### config.mk
export PLATFORM = sky130hd
export DESIGN_NAME = demux1to5_stream
export DESIGN_NICKNAME = d
export VERILOG_FILES = /design/src/rtl/demux1to5_stream_pkg.sv /design/src/rtl/demux1to5_stream_slot.sv /design/src/rtl/demux1to5_stream.sv
export SDC_FILE = /design/constraint.sdc
export NUM_CORES = 1
export LEC_CHECK = 0
export CAP_MARGIN = 30
export CORE_MARGIN = 2
export CORE_UTILIZATION = 45
export DETAILED_ROUTE_END_ITERATION = 8
export PLACE_DENSITY = 0.79
export SYNTH_ARGS = -nofsm -noshare
export SYNTH_HDL_FRONTEND = slang
export SYNTH_SLANG_ARGS = --single-unit
### constraint.sdc
create_clock -name clk -period 1.9 [get_ports clk]
set_input_delay 0.475 -clock clk [delete_from_list [all_inputs] [get_ports clk]]
set_output_delay 0.475 -clock clk [all_outputs]
set_load 0.03 [all_outputs]
### src/rtl/demux1to5_stream_pkg.sv
// Shared constants and helpers for the 1-to-5 stream demultiplexer.
package demux1to5_stream_pkg;

  localparam int unsigned NCH   = 5;
  localparam int unsigned SEL_W = 3;

  localparam logic [SEL_W-1:0] SEL_MAX = 3'd4;

  // Selects above SEL_MAX address no channel and cause the beat to be dropped
  function automatic logic sel_in_range(input logic [SEL_W-1:0] sel);
    return (sel <= SEL_MAX);
  endfunction

endpackage

### src/rtl/demux1to5_stream_slot.sv
// One-entry output slot with valid/ready handshake; a load wins over a drain.
module demux1to5_stream_slot #(
  parameter int unsigned W = 8
) (
  input  logic         clk,
  input  logic         rst,
  input  logic         load,
  input  logic [W-1:0] ld_data,
  input  logic         ready,
  output logic         valid,
  output logic [W-1:0] data
);

  logic         valid_q, valid_d;
  logic [W-1:0] data_q, data_d;

  // Load covers simultaneous drain+load; data is held after a plain drain
  always_comb begin
    valid_d = valid_q;
    data_d  = data_q;
    if (load) begin
      valid_d = 1'b1;
      data_d  = ld_data;
    end else if (valid_q && ready) begin
      valid_d = 1'b0;
    end
  end

  always_ff @(posedge clk) begin
    if (rst) begin
      valid_q <= 1'b0;
      data_q  <= '0;
    end else begin
      valid_q <= valid_d;
      data_q  <= data_d;
    end
  end

  assign valid = valid_q;
  assign data  = data_q;

endmodule

### src/rtl/demux1to5_stream.sv
// Registered 1-to-5 stream demultiplexer with per-channel output slots and drop counting.
module demux1to5_stream
  import demux1to5_stream_pkg::*;
#(
  parameter int unsigned W     = 8,
  parameter int unsigned CNT_W = 8
) (
  input  logic               clk,
  input  logic               rst,
  input  logic [W-1:0]       in_data,
  input  logic [SEL_W-1:0]   in_sel,
  input  logic               in_valid,
  output logic               in_ready,
  output logic [NCH*W-1:0]   out_data,
  output logic [NCH-1:0]     out_valid,
  input  logic [NCH-1:0]     out_ready,
  output logic               drop_pulse,
  output logic [CNT_W-1:0]   drop_cnt
);

  logic             sel_ok;
  logic [NCH-1:0]   sel_oh;
  logic [NCH-1:0]   slot_free;
  logic [NCH-1:0]   load;
  logic             accept;
  logic             drop_d, drop_q;
  logic [CNT_W-1:0] drop_cnt_d, drop_cnt_q;

  assign sel_ok = sel_in_range(in_sel);

  always_comb begin
    sel_oh = '0;
    for (int unsigned k = 0; k < NCH; k++) begin
      sel_oh[k] = (in_sel == SEL_W'(k));
    end
  end

  // A slot can take a beat when empty or when it drains on this same edge
  assign slot_free = ~out_valid | out_ready;

  always_comb begin
    in_ready = 1'b0;
    if (!rst) begin
      in_ready = sel_ok ? |(sel_oh & slot_free) : 1'b1;
    end
  end

  assign accept = in_valid & in_ready;
  assign load   = {NCH{accept}} & sel_oh;
  assign drop_d = accept & ~sel_ok;

  always_comb begin
    drop_cnt_d = drop_cnt_q;
    if (drop_d && !(&drop_cnt_q)) begin
      drop_cnt_d = drop_cnt_q + CNT_W'(1);
    end
  end

  always_ff @(posedge clk) begin
    if (rst) begin
      drop_q     <= 1'b0;
      drop_cnt_q <= '0;
    end else begin
      drop_q     <= drop_d;
      drop_cnt_q <= drop_cnt_d;
    end
  end

  assign drop_pulse = drop_q;
  assign drop_cnt   = drop_cnt_q;

  for (genvar k = 0; k < NCH; k++) begin : g_slot
    demux1to5_stream_slot #(.W(W)) u_slot (
      .clk     (clk),
      .rst     (rst),
      .load    (load[k]),
      .ld_data (in_data),
      .ready   (out_ready[k]),
      .valid   (out_valid[k]),
      .data    (out_data[k*W +: W])
    );
  end

endmodule

; Word level (Yosys, flattened, before mapping)
; Cells that the tools add are included.
[op_classes]
order_cmp = 1
bitwise = 7
n_shift = 0
addsub = 1
reduce_logical = 15
div = 0
n_mul = 0
muxes = 12
n_eq_ne = 4
[op_table]
columns = operator, count
row1 = $mux 1, 12
row2 = $and 5x5->5, 2
row3 = $reduce_bool 2->1, 5
row4 = $add 8x1->8 const B, 1
row5 = $reduce_and 8->1, 1
row6 = $eq 3x2->1 const B, 2
row7 = $logic_and 1x1->1, 6
row8 = $not 5->5, 1
row9 = $or 5x5->5, 1
row10 = $reduce_or 5->1, 1
row11 = $eq 3x1->1 const B, 1
row12 = $eq 3x3->1 const B, 1
row13 = $le 3x3->1 const B, 1
row14 = $logic_not 3->1, 1
row15 = $and 1x1->1, 2
row16 = $logic_not 1->1, 1
row17 = $not 1->1, 1
[totals]
rom_bits = 0
in_bits = 19
ramBits = 0
word_cells = 52
latch_bits = 0
out_inout_bits = 55
memories = 0
regBits = 54

; Longest topological paths before layout
; Gate-level depths: netlist (run 1).
[depth]
depth_word = 9
depth_mapped = 6
depth_no_buf = 5

; By module
; From an unflattened synthesis (run 1), not the netlist that was laid out.
[unflattened]
cells_unflattened = 219
hier_area_um2 = 2160.8
[by_module_without_submodules]
columns = module, area_each_um2, n_inst, cells_per_inst, seq_area_each_um2
row1 = demux1to5_stream_slot, 321.6, 5, 30, 180.2
row2 = demux1to5_stream, 553.0, 1, 69, 180.2

; Worst setup path after synthesis (run 1)
; Ideal clock, no wire load.
[synth_path]
kind = input to output
from = input port in_sel[0]
to = output port in_ready
t_required_ns = 1.425
stages = 5
arrival_ns = 1.452
path_buffers = 1
path_slack_ns = -0.027
cell_sequence = buf_2 nand2b_1 o22a_1 o22ai_1 a21oi_1
[synth_between]
elab_chain_cells = 5
elab_cells_between_ends = 10
classes_between = 1 x order compare / 4 x eq/ne / 2 x mux / 1 x bitwise / 2 x reduce/logical
[synth_rtl]
columns = item, line_no
row1 = from (decl), demux1to5_stream.sv:11  ; input logic [SEL_W-1:0] in_sel,
row2 = "$eq 3x1->1, or another cell as far along", demux1to5_stream.sv:34  ; sel_oh[k] = (in_sel == SEL_W'(k));
row3 = $and 5x5->5, demux1to5_stream.sv:44  ; in_ready = sel_ok ? |(sel_oh & slot_free) : 1'b1;
row4 = $reduce_or 5->1, demux1to5_stream.sv:44
row5 = $mux 1 *, demux1to5_stream.sv:44
row6 = $mux 1 *, demux1to5_stream.sv:43  ; if (!rst) begin
row7 = to (decl), demux1to5_stream.sv:13  ; output logic in_ready,
; Every way passes the cells marked *; elsewhere a longest branch is shown, timed or not.

; Final worst setup path (run 1)
[layout_path]
from = input port out_ready[4]
to = output port in_ready
[layout_between]
elab_chain_cells = 5
[layout_rtl]
columns = item, line_no
row1 = from (decl), demux1to5_stream.sv:16  ; input logic [NCH-1:0] out_ready,
row2 = $or 5x5->5, demux1to5_stream.sv:39  ; assign slot_free = ~out_valid | out_ready;
row3 = $and 5x5->5, demux1to5_stream.sv:44
row4 = $reduce_or 5->1, demux1to5_stream.sv:44
row5 = $mux 1, demux1to5_stream.sv:44
row6 = $mux 1, demux1to5_stream.sv:43
; No other way between the ends.

==> results of run 1 <==
[metal layers]
layer / share of wire [%] / vias up / track usage (%)
met5: 0 / - / 0
met4: 1.0 / 0 / 4.85
met3: 7.5 / 6 / 6.86
met2: 49 / 60 / 32.4
met1: 42 / 871 / 23.8
li1: - / 885 / -
[logic make-up after synthesis]
group	Yosys count	share of synthesized area (%)
and+or+nand+nor	75	17.2
DFF	54	49.9
muxes	41	18.9
buffers and inverters	22	5.83
AOI/OAI and AO/OA	16	5.14
xor gates and xnor gates	6	2.42
adders and majority gates	1	0.577
[what timing repair did]
| action | CTS | global route |
|---|---|---|
| pin swaps | 5 | 1 |
| resized for setup | 23 | 10 |
| endpoints found under the setup margin | 3 | 7 |
| setup buffers | 3 | 0 |
[worst register-to-register path, stage by stage, from the launching register on]
cell,delay [ns]
dfxtp_1,0.32
nor2b_2,0.17
buf_4,0.15
nor4b_4,0.26
buf_12,0.18
mux2i_1,0.20
nor2_1,0.05
[sequential cells by signal, indices dropped and copies added, names as in the netlist]
register             cells
g_slot.u_slot.data      40
drop_cnt                 8
g_slot.u_slot.valid      5
drop_pulse               1
[final cells by class]
class	count	share of cell area (%)
sequential	54	33.6
timing repair buffer	94	28.7
inverter	3	0.350
clock inverter	3	1.48
tap	54	2.10
multi-input combinational	139	31.6
clock buffer	5	2.14
[metrics by stage]
stage                     setup WS [ns]  hold WS (ns)  total power, mW  area (sq um)  util, %
after floorplan                   0.140         0.496             1.29          2170        -
final                            0.0246         0.497             2.18          3210     68.5
after global routing            -0.0186         0.533             2.25          3210     68.5
after detailed placement         -0.255         0.482             1.40          3010     64.1
after CTS                       0.00160         0.506             2.19          3190     67.9
after global placement           -0.217         0.472             1.40          3010     64.1
[worst paths after layout]
path,startpoint,endpoint,slack (ns),depth (start not counted)
worst max-delay path,out_ready[4],in_ready,0.02,6
worst min-delay path,g_slot[3].u_slot.data[2],g_slot[3].u_slot.data[2],0.50,2
worst max register to register,g_slot[2].u_slot.valid,g_slot[2].u_slot.data[1],0.45,6
worst min register to register,g_slot[3].u_slot.data[2],g_slot[3].u_slot.data[2],0.50,2
[Yosys cell counts]
cell       number
a21oi_1         5
and2_1          2
mux2i_1        41
o22a_1          1
nor3b_4         1
and4bb_1        1
xnor2_1         1
nand2b_1        4
o211a_1         1
nor2_1         53
a211oi_1        1
nand3_1         2
and3_1          1
nand2_1         1
buf_4           6
nand4_1         4
dfxtp_1        54
o211ai_1        3
xor2_1          5
buf_1           1
clkbuf_1        5
buf_2           4
nor4b_4         1
and4bb_2        1
inv_1           3
clkbuf_2        1
o21ai_1         1
nor2b_1         3
buf_6           2
o2111ai_1       3
o22ai_1         1
ha_1            1
nor3_1          1
[power breakdown]
part / switching [mW] / leakage (nW) / internal, mW
sequential: 0.00906 / 0.436 / 1.15
clock: 0.394 / 0.0591 / 0.402
combinational: 0.117 / 0.985 / 0.106
total: 0.520 / 1.48 / 1.65
==> impl_results.md, run 1 <==
* Total GRT Usage at 19.4%
* Crit path max fanout at 2
* FF+latch count, synth at 54
* Max stage delay cell, worst path: dlygate4sd2_1
* CORE AREA at 4690 sq um
* ANT cells at 0
* Fin. Hold Viols at 0
* CP Cell Sequence: dlygate4sd2_1, nand2b_4, o22a_1, o22ai_2, a21oi_2, buf_6
* Top-area cell type share of the netlist area at 49.9%
* Largest net degree at the start of global routing at 40
* Final cycle utilization of the critical path at 98.7%
* Most common cell after layout, fill and taps aside: clkdlybuf4s50_1
* Worst rel slew slack at 73.7%
* Worst-path clk slew at 0.10 ns
* Dpl hpwl at 3490 microns
* Area growth syn-to-layout at 48.3%
* Clock latency on the worst-skew pair at 0.31 ns
* Startpoint types: primary input
* Post-route antenna net violation count at 0
* Pleak at 1.48 nW
* Final #Nets at 317
* Clock tree buffer depth at 2
* CP Capture Type: primary output
* Vias in the first global route at 1,666
* Initial antenna violation count at 0
* Crit path largest cell delay at 0.23 ns
* CTS Sinks at 54
* Avg Vias per Cell at 5.18
* Total die area at 5390 sq um
* PD cells at 677 nW/um^2
* Area of the multi-input gates at 1010 sq um
* Initial drt markers at 59
* RSZ-0062 raised after global routing: yes
* Unique masters post-synth at 33
* Final min period at 1.88 ns
* Final Slew Violations at 0
* Setup_tns at 0 ns
* Sequential cell area at 1080 sq um
* Die width at 73.4 microns
* First-pass GRT wire length at 8030 microns
* Post-Syn Area at 2170 sq um
* DR pass1 iterations at 4
* Hold buffer count at CTS at 0
* Area contributors post-synth: dfxtp_1 (50%), mux2i_1 (19%), nor2_1 (9.2%), buf_4 (2.1%), xor2_1 (2.0%)
* Mapped Cells at 215
* Rows at 25
* Number of buffers created by CTS at 5
* Vias at 1,822
* Mean Syn Cell Area at 10.1 sq um
* Placed insts at 341
* Die H at 73.4 microns
* H-tree levels at 2
* Finish-stage setup viols at 0
* Least-Margin Pin Slew at 0.395 ns
* Worst path arrival time at 1.40 ns
* Fillers at 367
* Root cell of the clock tree: clkbuf_8
* Synth warnings at 0
* Post-synthesis sequential area ratio at 49.9%
* Syn_nets at 235
* Status: complete, no violations
* WS Path Type: in -> out
* Global route overflow at 0
* Fmax at 0.533 GHz
* CP Buf/Inv Count at 2
* Max-cap violations at 0
* RePlAce Congestion at 0.898
* CP top delay family: compound AO/OA/AOI/OAI gates
* Worst path required time at 1.42 ns
* DRC at 0
* Commonest non-fill, non-tap cells in the layout: clkdlybuf4s50_1 (55), dfxtp_1 (54), nor2_1 (53), mux2i_1 (41), buf_4 (17)
* Initial Util at 46.2%
* Hold crit path type: reg -> reg
* DR WL/cell at 14.3 microns
* Final WL at 5020 microns
* Input/output buffers at 73
* VDD IR max at 0.482 mV
* Largest area contributor in the netlist: dfxtp_1
* Skew final at 0.00937 ns
* # IOs at 74
* Fin cells at 352
* Layout cell share with drive strength beyond 1 at 15.1%
* CTS tree: built
Note: power is estimated with default switching activity, not from simulation.
==> run 2: changes to the inputs <==
Settings changed: SLEW_MARGIN from default to 20.
==> results of run 2 <==
The final DEF is identical to that of run 1; final timing and power are the same.
==> run 3: changes to the inputs <==
Settings changed: CTS_CLUSTER_DIAMETER from default to 150.
==> results of run 3 <==
The final DEF is identical to that of run 1; final timing and power are the same.
